[src/rtl/slow_mmio_bridge.sv]
// Fast-clock MMIO bridge: captures one CPU access per slow period on the slow
// falling edge and runs a req/ack handshake with a bounded wait.
module slow_mmio_bridge #(
    parameter int FREQ_MHZ = 10
) (
    input  logic        clk_100MHz,
    input  logic        reset,
    input  logic        clk_slow,
    input  logic        cpu_we,
    input  logic        cpu_re,
    input  logic [31:0] cpu_addr,
    input  logic [31:0] cpu_wdata,
    output logic [31:0] cpu_rdata,
    output logic        cpu_err,
    output logic        busy,
    output logic        periph_req,
    output logic        periph_we,
    output logic [31:0] periph_addr,
    output logic [31:0] periph_wdata,
    input  logic        periph_ack,
    input  logic [31:0] periph_rdata
);
    localparam int HALF    = 100 / (2 * FREQ_MHZ);
    localparam int TIMEOUT = HALF - 2;
    localparam int TCNT_W  = $clog2(TIMEOUT + 1);

    typedef enum logic {IDLE, REQ} state_t;

    state_t              state, state_n;
    logic                clk_slow_q;
    logic [TCNT_W-1:0]   tcnt, tcnt_n;
    logic [31:0]         rdata_n, paddr_n, pwdata_n;
    logic                err_n, pwe_n;
    logic                fall;

    // clk_slow is generated from clk_100MHz, so it is sampled directly as data
    assign fall       = clk_slow_q & ~clk_slow;
    assign periph_req = (state == REQ);
    assign busy       = (state == REQ);

    always_ff @(posedge clk_100MHz or posedge reset) begin
        if (reset) begin
            state        <= IDLE;
            clk_slow_q   <= 1'b0;
            tcnt         <= '0;
            cpu_rdata    <= '0;
            cpu_err      <= 1'b0;
            periph_we    <= 1'b0;
            periph_addr  <= '0;
            periph_wdata <= '0;
        end else begin
            state        <= state_n;
            clk_slow_q   <= clk_slow;
            tcnt         <= tcnt_n;
            cpu_rdata    <= rdata_n;
            cpu_err      <= err_n;
            periph_we    <= pwe_n;
            periph_addr  <= paddr_n;
            periph_wdata <= pwdata_n;
        end
    end

    always_comb begin
        state_n  = state;
        tcnt_n   = tcnt;
        rdata_n  = cpu_rdata;
        err_n    = cpu_err;
        pwe_n    = periph_we;
        paddr_n  = periph_addr;
        pwdata_n = periph_wdata;
        case (state)
            IDLE: begin
                // store wins when both strobes are set
                if (fall && (cpu_we || cpu_re)) begin
                    pwe_n    = cpu_we;
                    paddr_n  = cpu_addr;
                    pwdata_n = cpu_wdata;
                    err_n    = 1'b0;
                    tcnt_n   = '0;
                    state_n  = REQ;
                end
            end
            REQ: begin
                if (periph_ack) begin
                    if (!periph_we) rdata_n = periph_rdata;
                    state_n = IDLE;
                end else if (tcnt == TCNT_W'(TIMEOUT - 1)) begin
                    err_n = 1'b1;
                    if (!periph_we) rdata_n = '0;
                    state_n = IDLE;
                end else begin
                    tcnt_n = tcnt + 1'b1;
                end
            end
            default: state_n = IDLE;
        endcase
    end
endmodule

[config.mk]
export PLATFORM = sky130hd
export DESIGN_NAME = slow_mmio_bridge
export DESIGN_NICKNAME = d
export VERILOG_FILES = /design/src/rtl/slow_mmio_bridge.sv
export SDC_FILE = /design/constraint.sdc
export NUM_CORES = 1
export LEC_CHECK = 0
export BUFFER_PORTS_ARGS = -buffer_cell sky130_fd_sc_hd__buf_4
export CORE_MARGIN = 4
export CORE_UTILIZATION = 30
export DETAILED_ROUTE_END_ITERATION = 8
export GPL_TIMING_DRIVEN = 0
export PLACE_DENSITY_LB_ADDON = 0.08
export SYNTH_ARGS = -nofsm -noshare
export SYNTH_HDL_FRONTEND = slang
export SYNTH_SLANG_ARGS = --single-unit
[constraint.sdc]
create_clock -name clk_100MHz -period 4 [get_ports clk_100MHz]
set_clock_uncertainty 0.2 [all_clocks]
set_input_delay 1.2 -clock clk_100MHz [delete_from_list [all_inputs] [get_ports clk_100MHz]]
set_output_delay 1.2 -clock clk_100MHz [all_outputs]
set_load 0.01 [all_outputs]
Word level (Yosys, flattened, before mapping). Index checks and enable logic that the tools add are counted.

$add $sub $neg: 1. Multipliers: 0. Div/mod/pow operators: 0. Order comparisons: 0. Equal/unequal tests: 7. Shift operators: 0. Muxes and demuxes: 16. Bitwise logic cells: 3. Reductions and logical operators: 7.

Operator list (count): $mux 32 (4); $ne 2x2->1 const B (5); $mux 1 (6); $mux 2 (3); $reduce_and 3->1 (2); $pmux 1 s2 (2); $pmux 2 s2 (1); $reduce_and 4->1 (1); $add 2x1->2 const B (1); $eq 2x2->1 const B (1); $ne 2x1->1 const B (1); $not 1->1 (2); $reduce_and 2->1 (1); $reduce_bool 2->1 (1); $and 1x1->1 (1); $logic_and 1x1->1 (1); $logic_or 1x1->1 (1).

Register bits: 102. Latch bits: 0. RAM bits: 0. Memory bits (read-only): 0. Bits of input ports: 102. Logic and storage cells: 42. Memories: 0.

Depth between registers and ports, before layout. Gate-level depths: netlist of run 1.

Depth in word-level cells: 5. Gate-level depth with buffers: 5. Mapped depth without buffers: 5.

Least setup slack after synthesis of run 1. OpenSTA, ideal clock, no wires.

Path kind: input port to flip-flop. From: input cpu_re. To: register periph_wdata[10]. Setup time: 127 ps. Data arrival time: 2214 ps. Required time: 3673 ps. Slack: 1458 ps. Stages: 5. Path through: nor2_1 > nor4b_4 > buf_4 > buf_4 > mux2_1.

Word-level cells in the longest chain between the ends: 3.

RTL lines: from (decl) (RTL line 10) `input logic cpu_re,`; $logic_or 1x1->1 (RTL line 74) `if (fall && (cpu_we || cpu_re)) begin`; $logic_and 1x1->1 (RTL line 74); $reduce_and 2->1 (no line); to (signal assigned) (RTL line 59) `periph_wdata <= pwdata_n;`; to (decl) (RTL line 19) `output logic [31:0] periph_wdata,`.

Every way passes these cells. A chain may end at the register's enable or synchronous reset.

Worst setup path after layout of run 1.
From: input clk_slow. To: register periph_wdata[12].

Word-level cells in the longest chain between the ends: 4.

RTL lines: from (decl) (RTL line 8) `input logic clk_slow,`; $not 1->1 (RTL line 37) `assign fall = clk_slow_q & ~clk_slow;`; $and 1x1->1 (RTL line 37); $logic_and 1x1->1 (RTL line 74); $reduce_and 2->1 (no line).

Every way passes these cells.

==> impl_results.md, run 1 <==
* Reg-to-reg critical path endpoint: periph_wdata[12]
* Top cell family by delay on the critical path: buffers and inverters
* Area of the die at 15,400 µm²
* Core Region at 13,200 µm²
* RSZ-0062 raised after global routing: no
* Total gr overflow at 0
* Number of synthesized register bits at 102
* Yosys warning total at 0
* Worst Hold Depth at 1
* Starting density of the core at 0.305
* Fin Setup TNS at 0 ns
* Largest net degree at the start of global routing at ~40
* Initial DRC count at 137
* Syn avg cell area at approximately 14 µm²
* P&R area growth vs syn at 50.7%
* Sequential area share after synthesis at 0.631
* Startpoint types: input pin
* Top Ports at about 200
* Synth Area in Compound Gates at 0.00712
* CTS tree: yes
* Crit-path most repeated cell: buf_4
* Hold-fix buffers, CTS at 0
* Largest family of logic cells by synthesized area: multiplexers
* P_leak at 3.19 nW
* Reg-to-Reg Start: busy
* CP required at 4.02 ns
* Critical path, cell by cell: buf_4, nor4b_4, buf_4, buf_4, mux2_1
* Power Density at 609 nW/µm²
* 1st-pass router iterations at 4
* Crit path largest cell delay at 0.48 ns
* Post-CTS setup buffer count at 0
* Final period utilization at 0.650
* Layout cells sized above 1 at 0.565
* Period minus WS final at 2.60 ns
* Worst-path clk slew at ~0.060 ns
* Final max-slew violation count at 0
* Cell Area, Synth at 4040 µm²
* Vias/cell at 4.24
* Crit path DAT at 2.62 ns
* Syn Nets at 398
* CTS sink count at 102
* CTS buffer count at 9
* Chip Height at 124 µm
* Number of cells on the critical path at 5
* Slowest library cell on the worst path: nor4b_4
* Status: completed
* Post-synthesis mux area share at 0.260
* Avg WL per Cell at 14.9 µm
* Most numerous cell in the Yosys netlist: dfrtp_1
* Final ANT Viol Nets at 0
* Multi-input logic area at 1280 µm²
* Max VDD drop at around 0.24 mV
* Yosys top cell area share at 0.631
* Yosys cell types at 18
* Post-synth ARST share at 1.00
* Layout filler cell count at approximately 1,300
* F_max at 384 MHz
* Root cell of the clock tree: clkbuf_16
* Critical path buffer and inverter count at 3
* Switching Share at 0.298
* Register area at approximately 2600 µm²
* Pint at about 0.0026 W
* Gr usage total at 0.134
* Worst-Margin Slew at 0.634 ns
* Final Hold Fails at 0
* R2R Setup Slk at 1.84 ns
* Synth top cells by count: 102 x dfrtp_1, 59 x mux2_2, 36 x inv_1, 34 x nand2_1, 32 x mux2i_1
* Hold_ws at 0.293 ns
* Crit Path Category: in2reg
* WL final at 10.2 mm
* Longest Clk Path Bufs at 2
* Hold Crit Class: reg2reg
* Setup Viol. Count Final at 0
* Clock Latency Late Sink at approximately 0.34 ns
* Post-CTS resize count at 0
* Post-synthesis simple-gate area fraction at 0.0455
* Nets at 611
* Synth Instances at between 200 and 300
* Vias in the first global route at 3,071
* CP endpoint kind: flop
* Die X-Extent at about 120 µm
* Slew Limit Headroom at 0.577
* Detailed Place HPWL at 7.85 mm
* Synth area leader: dfrtp_1
* H-tree depth at 3
* DR DRC count at 0
* Port bufs at 200
* Combinational share of power at 0.346
* Antenna violations before repair at 0
* # rows at 42
* Final Wtd Congestion at 0.744
* Cells taking the most area after synthesis: dfrtp_1 63%, mux2_2 16%, mux2i_1 7.9%
* Worst reg2reg path depth at 4
* Clock power frac at 0.229
* Min-Delay Startpoint: periph_wdata[12]
* Sw power at 0.00111 W
* EDFF count, synth at 0
* Worst Path Max Fanout at 10
* Xor/xnor share of the synthesized area at 0
* Top_reg_cell synth: dfrtp_1
* First-pass GRT wire length at 15.7 mm
* Hold EP: periph_wdata[12]
* MaxCap Viol Count at 0
* Post-Synth Adder-Cell Area at 0.00310
* DR vias at 2,924
* Antenna cells at 0
* Reg power frac at 0.425
## per-stage QoR
step	area [µm²]	util	setup slack, ns	std cells	total power, W
final	6090	0.460	1.40	689	0.00371
after global routing	6090	0.460	1.28	689	0.00396
after CTS	6090	0.460	1.33	689	0.00379
after detailed placement	5810	0.439	0.957	673	0.00291
after global placement	5770	0.436	0.576	671	0.00288
after floorplan	4050	-	1.38	295	0.00214
## registers in the layout, summed over array words and instances (netlist names)
name / cells
cpu_err: 1
busy: 1
tcnt: 2
cpu_rdata: 32
periph_we: 1
clk_slow_q: 1
periph_addr: 32
periph_wdata: 32
## layout make-up
class,count,share of cell area
flip-flops and latches,102,0.419
repair buffers,202,0.253
multi-input cells,142,0.210
clock buffers,11,0.0382
well taps,176,0.0362
inverters,36,0.0228
plain buffers,15,0.0127
clock inverters,5,0.00822
## cell usage in the layout (no fill, tap or decap), drive strengths merged
master | synthesis | layout
nand2b | 2 | 2
mux2i | 32 | 32
inv | 36 | 35
o21ai | 2 | 2
clkbuf | 4 | 15
o22ai | 1 | 1
nor2 | 1 | 1
clkinv | 0 | 4
or3b | 1 | 1
clkinvlp | 0 | 1
nand2 | 34 | 34
buf | 11 | 213
nand3b | 1 | 1
o211ai | 1 | 1
dfrtp | 102 | 102
nor4b | 1 | 1
ha | 1 | 1
bufinv | 0 | 1
mux2 | 65 | 65
## cell families after synthesis
| kind of cell | Yosys count |
|---|---|
| compound gates | 4 |
| fa+ha+maj | 1 |
| buf+inv | 51 |
| flops | 102 |
| mux | 97 |
| simple gates | 40 |
## worst reg2reg max path, cell delays in order (launching register included)
cell and delay [ns]:
dfrtp_1 0.48, nor4b_4 0.54, buf_4 0.28, buf_4 0.20
mux2_1 0.33
## worst max path at each step
stage                     startpoint               end
after CTS                   clk_slow  periph_wdata[12]
after global placement         reset      cpu_rdata[5]
after floorplan                reset              busy
after global routing        clk_slow  periph_wdata[12]
after detailed placement    clk_slow  periph_wdata[12]
final                       clk_slow  periph_wdata[12]
## routing by layer
| layer | vias up | wire [µm] | GRT usage |
|---|---|---|---|
| met2 | 124 | 4740 | 0.205 |
| li1 | 1389 | - | - |
| met1 | 1401 | 4190 | 0.167 |
| met4 | 0 | 163 | 0.0616 |
| met3 | 10 | 1150 | 0.0540 |
| met5 | - | 0 | 0 |
## power groups by stage
| stage | clock network [W] | logic (W) | registers, W |
|---|---|---|---|
| floorplan | 0 | 0.000399 | 0.00174 |
| global placement | 0 | 0.00130 | 0.00158 |
| detailed placement | 0 | 0.00132 | 0.00160 |
| CTS | 0.000889 | 0.00132 | 0.00158 |
| global route | 0.000928 | 0.00141 | 0.00163 |
| finish | 0.000849 | 0.00128 | 0.00158 |
No activity file was read; power rests on OpenSTA's default activity.
==> inputs of run 2 (changes only) <==
==> constraint.sdc (replaced) <==
create_clock -name clk_100MHz -period 2.1 [get_ports clk_100MHz]
set_clock_uncertainty 0.2 [all_clocks]
set_input_delay 0.63 -clock clk_100MHz [delete_from_list [all_inputs] [get_ports clk_100MHz]]
set_output_delay 0.63 -clock clk_100MHz [all_outputs]
set_load 0.01 [all_outputs]
==> run 2 against run 1 <==
Against the previous run:
- clock-buffer cell count unchanged
- sequential share of layout area down 0.10 points
- via count up 0.21%
- first-iteration DRC count down 9.5%
- combinational power up 91%
==> impl_results.md, run 2 (same netlist as run 1, synthesis figures left out) <==
* Vias in the first global route at 3,080 (+0.29%)
* Startpoint types: flop
* Total gr overflow at 0 (unchanged)
* P_leak at 3.20 nW (+0.33%)
* WL final at 10.3 mm (+0.22%)
* Slew Limit Headroom at 0.576 (about the same)
* Period minus WS final at 1.97 ns
* R2R Setup Slk at 0.13 ns (-1.71 ns)
* Largest regs: cpu_rdata: 32 flops, periph_addr: 32 flops, periph_wdata: 32 flops
* Final instance area at 6110 µm² (+0.25%)
* Die X-Extent at 124 µm (unchanged)
* Core Region at 13,200 µm² (unchanged)
* CTS buffer count at 9 (unchanged)
* Final ANT Viol Nets at 0 (unchanged)
* Final period utilization at 0.938
* Antenna cells at 0 (unchanged)
* Crit path DAT at 2.00 ns (-0.62 ns)
* Layout cells sized above 1 at 0.567 (+0.00169)
* Gr usage total at 0.135 (+0.000290)
* Port bufs at 200 (unchanged)
* P&R area growth vs syn at 51.0%
* Setup Viol. Count Final at 0 (unchanged)
* Max VDD drop at 0.466 mV (+90%)
* Antenna violations before repair at 0 (unchanged)
* Clock Latency Late Sink at 0.34 ns (about the same)
* Final Hold Fails at 0 (unchanged)
* Detailed Place HPWL at 7.85 mm (unchanged)
* Hold Crit Class: in2async
* 1st-pass router iterations at 4 (unchanged)
* # rows at 42 (unchanged)
* Worst-path clk slew at 0.07 ns (about the same)
* Status: completed
* Initial DRC count at 124 (-9.5%)
* Layout filler cell count at 1,284 (-0.078%)
* Post-Place Worst Slack at -0.373 ns (-1.33 ns)
* F_max at 508 MHz
* Chip Height at 124 µm (unchanged)
* MaxCap Viol Count at 0 (unchanged)
* Root cell of the clock tree: clkbuf_16
* Avg WL per Cell at 14.9 µm (about the same)
* Multi-input logic area at 1280 µm² (unchanged)
* Crit Path Category: reg2reg
* Top Ports at 202 (unchanged)
* RSZ-0062 raised after global routing: no
* Area of the die at 15,400 µm² (unchanged)
* Longest Clk Path Bufs at 2 (unchanged)
* CP endpoint kind: flop
* Final max-slew violation count at 0 (unchanged)
* Fin Setup TNS at 0 ns (unchanged)
* Post-CTS resize count at 0 (unchanged)
* DR DRC count at 0 (unchanged)
* H-tree depth at 3 (unchanged)
* Most frequent cells in the layout: 205 x buf_4, 102 x dfrtp_1, 59 x mux2_2
* Vias/cell at 4.24 (about the same)
* Register area at 2550 µm² (unchanged)
* Setup ws final at 0.130 ns (-1.27 ns)
* DR vias at 2,930 (+0.21%)
* Largest net degree at the start of global routing at 41 (unchanged)
* First-pass GRT wire length at 15.7 mm (+0.18%)
* CTS sink count at 102 (unchanged)
* CP required at 2.13 ns (-1.89 ns)
* Power Density at 1160 nW/µm² (+90%)
* Leading cell type in the layout, fill and taps excluded: buf_4
* Starting density of the core at 0.305 (unchanged)
* CTS tree: yes
* Nets at 613 (+0.33%)
* Final Wtd Congestion at 0.744 (unchanged)
* Area after DPL at 5810 µm² (unchanged)
* Worst Path Max Fanout at 10 (unchanged)
* Worst-Margin Slew at 0.634 ns (+0.000297 ns)
==> run 2: cell types whose count changed in the layout (fill, tap and decap cells not counted) <==
cell / change
buf_4: +2
==> run 2: report_power, final <==
group | switching [W] | leakage, nW | internal, W
sequential | 0.000362 | 1.24 | 0.00264
combinational | 0.00105 | 1.82 | 0.00140
clock | 0.000701 | 0.143 | 0.000917
total | 0.00211 | 3.20 | 0.00496
==> run 2: final timing paths <==
kind / from / to / cells past startpoint
setup / recovery: busy / periph_we / 4
hold / removal: reset / periph_addr[23] / 2
setup reg to reg: busy / periph_we / 4
hold reg to reg: periph_wdata[13] / periph_wdata[13] / 1
max in group asynchronous: reset / cpu_rdata[18] / 3
min in group clk_100MHz: clk_slow / clk_slow_q / 1
==> run 2: per-stage QoR <==
step	utilization	hold slack (ns)	power [W]	instances
floorplan	-	0.303	0.00408	295
global placement	0.436	0.272	0.00548	671
detailed placement	0.439	0.281	0.00555	673
CTS	0.461	0.176	0.00722	691
global route	0.461	0.204	0.00755	691
finish	0.461	0.172	0.00707	691
==> run 2: final cells by class <==
class / instances / share of cell area
Clock inverter: 5 / 0.00820
Inverter: 36 / 0.0227
Clock buffer: 11 / 0.0381
Timing Repair Buffer: 204 / 0.255
Buffer: 15 / 0.0127
Multi-Input combinational cell: 142 / 0.209
Sequential cell: 102 / 0.418
Tap cell: 176 / 0.0361
==> run 2: metal layers <==
layer / GRT usage / up-vias / part of all wire
li1: - / 1390 / -
met1: 0.167 / 1406 / 0.41
met2: 0.206 / 124 / 0.46
met3: 0.0540 / 10 / 0.11
met4: 0.0616 / 0 / 0.016
met5: 0 / - / 0
==> run 2: critical path: stages, from the launching register on <==
cell and delay, ns:
dfrtp_1 0.48, nor4b_4 0.34, buf_4 0.20, buf_2 0.26, mux2_2 0.37
==> run 2: repair_timing <==
| action | in CTS | in global routing |
|---|---|---|
| setup endpoints to repair | 56 | 0 |
| setup buffers | 2 | 0 |
| hold buffers | 0 | 0 |
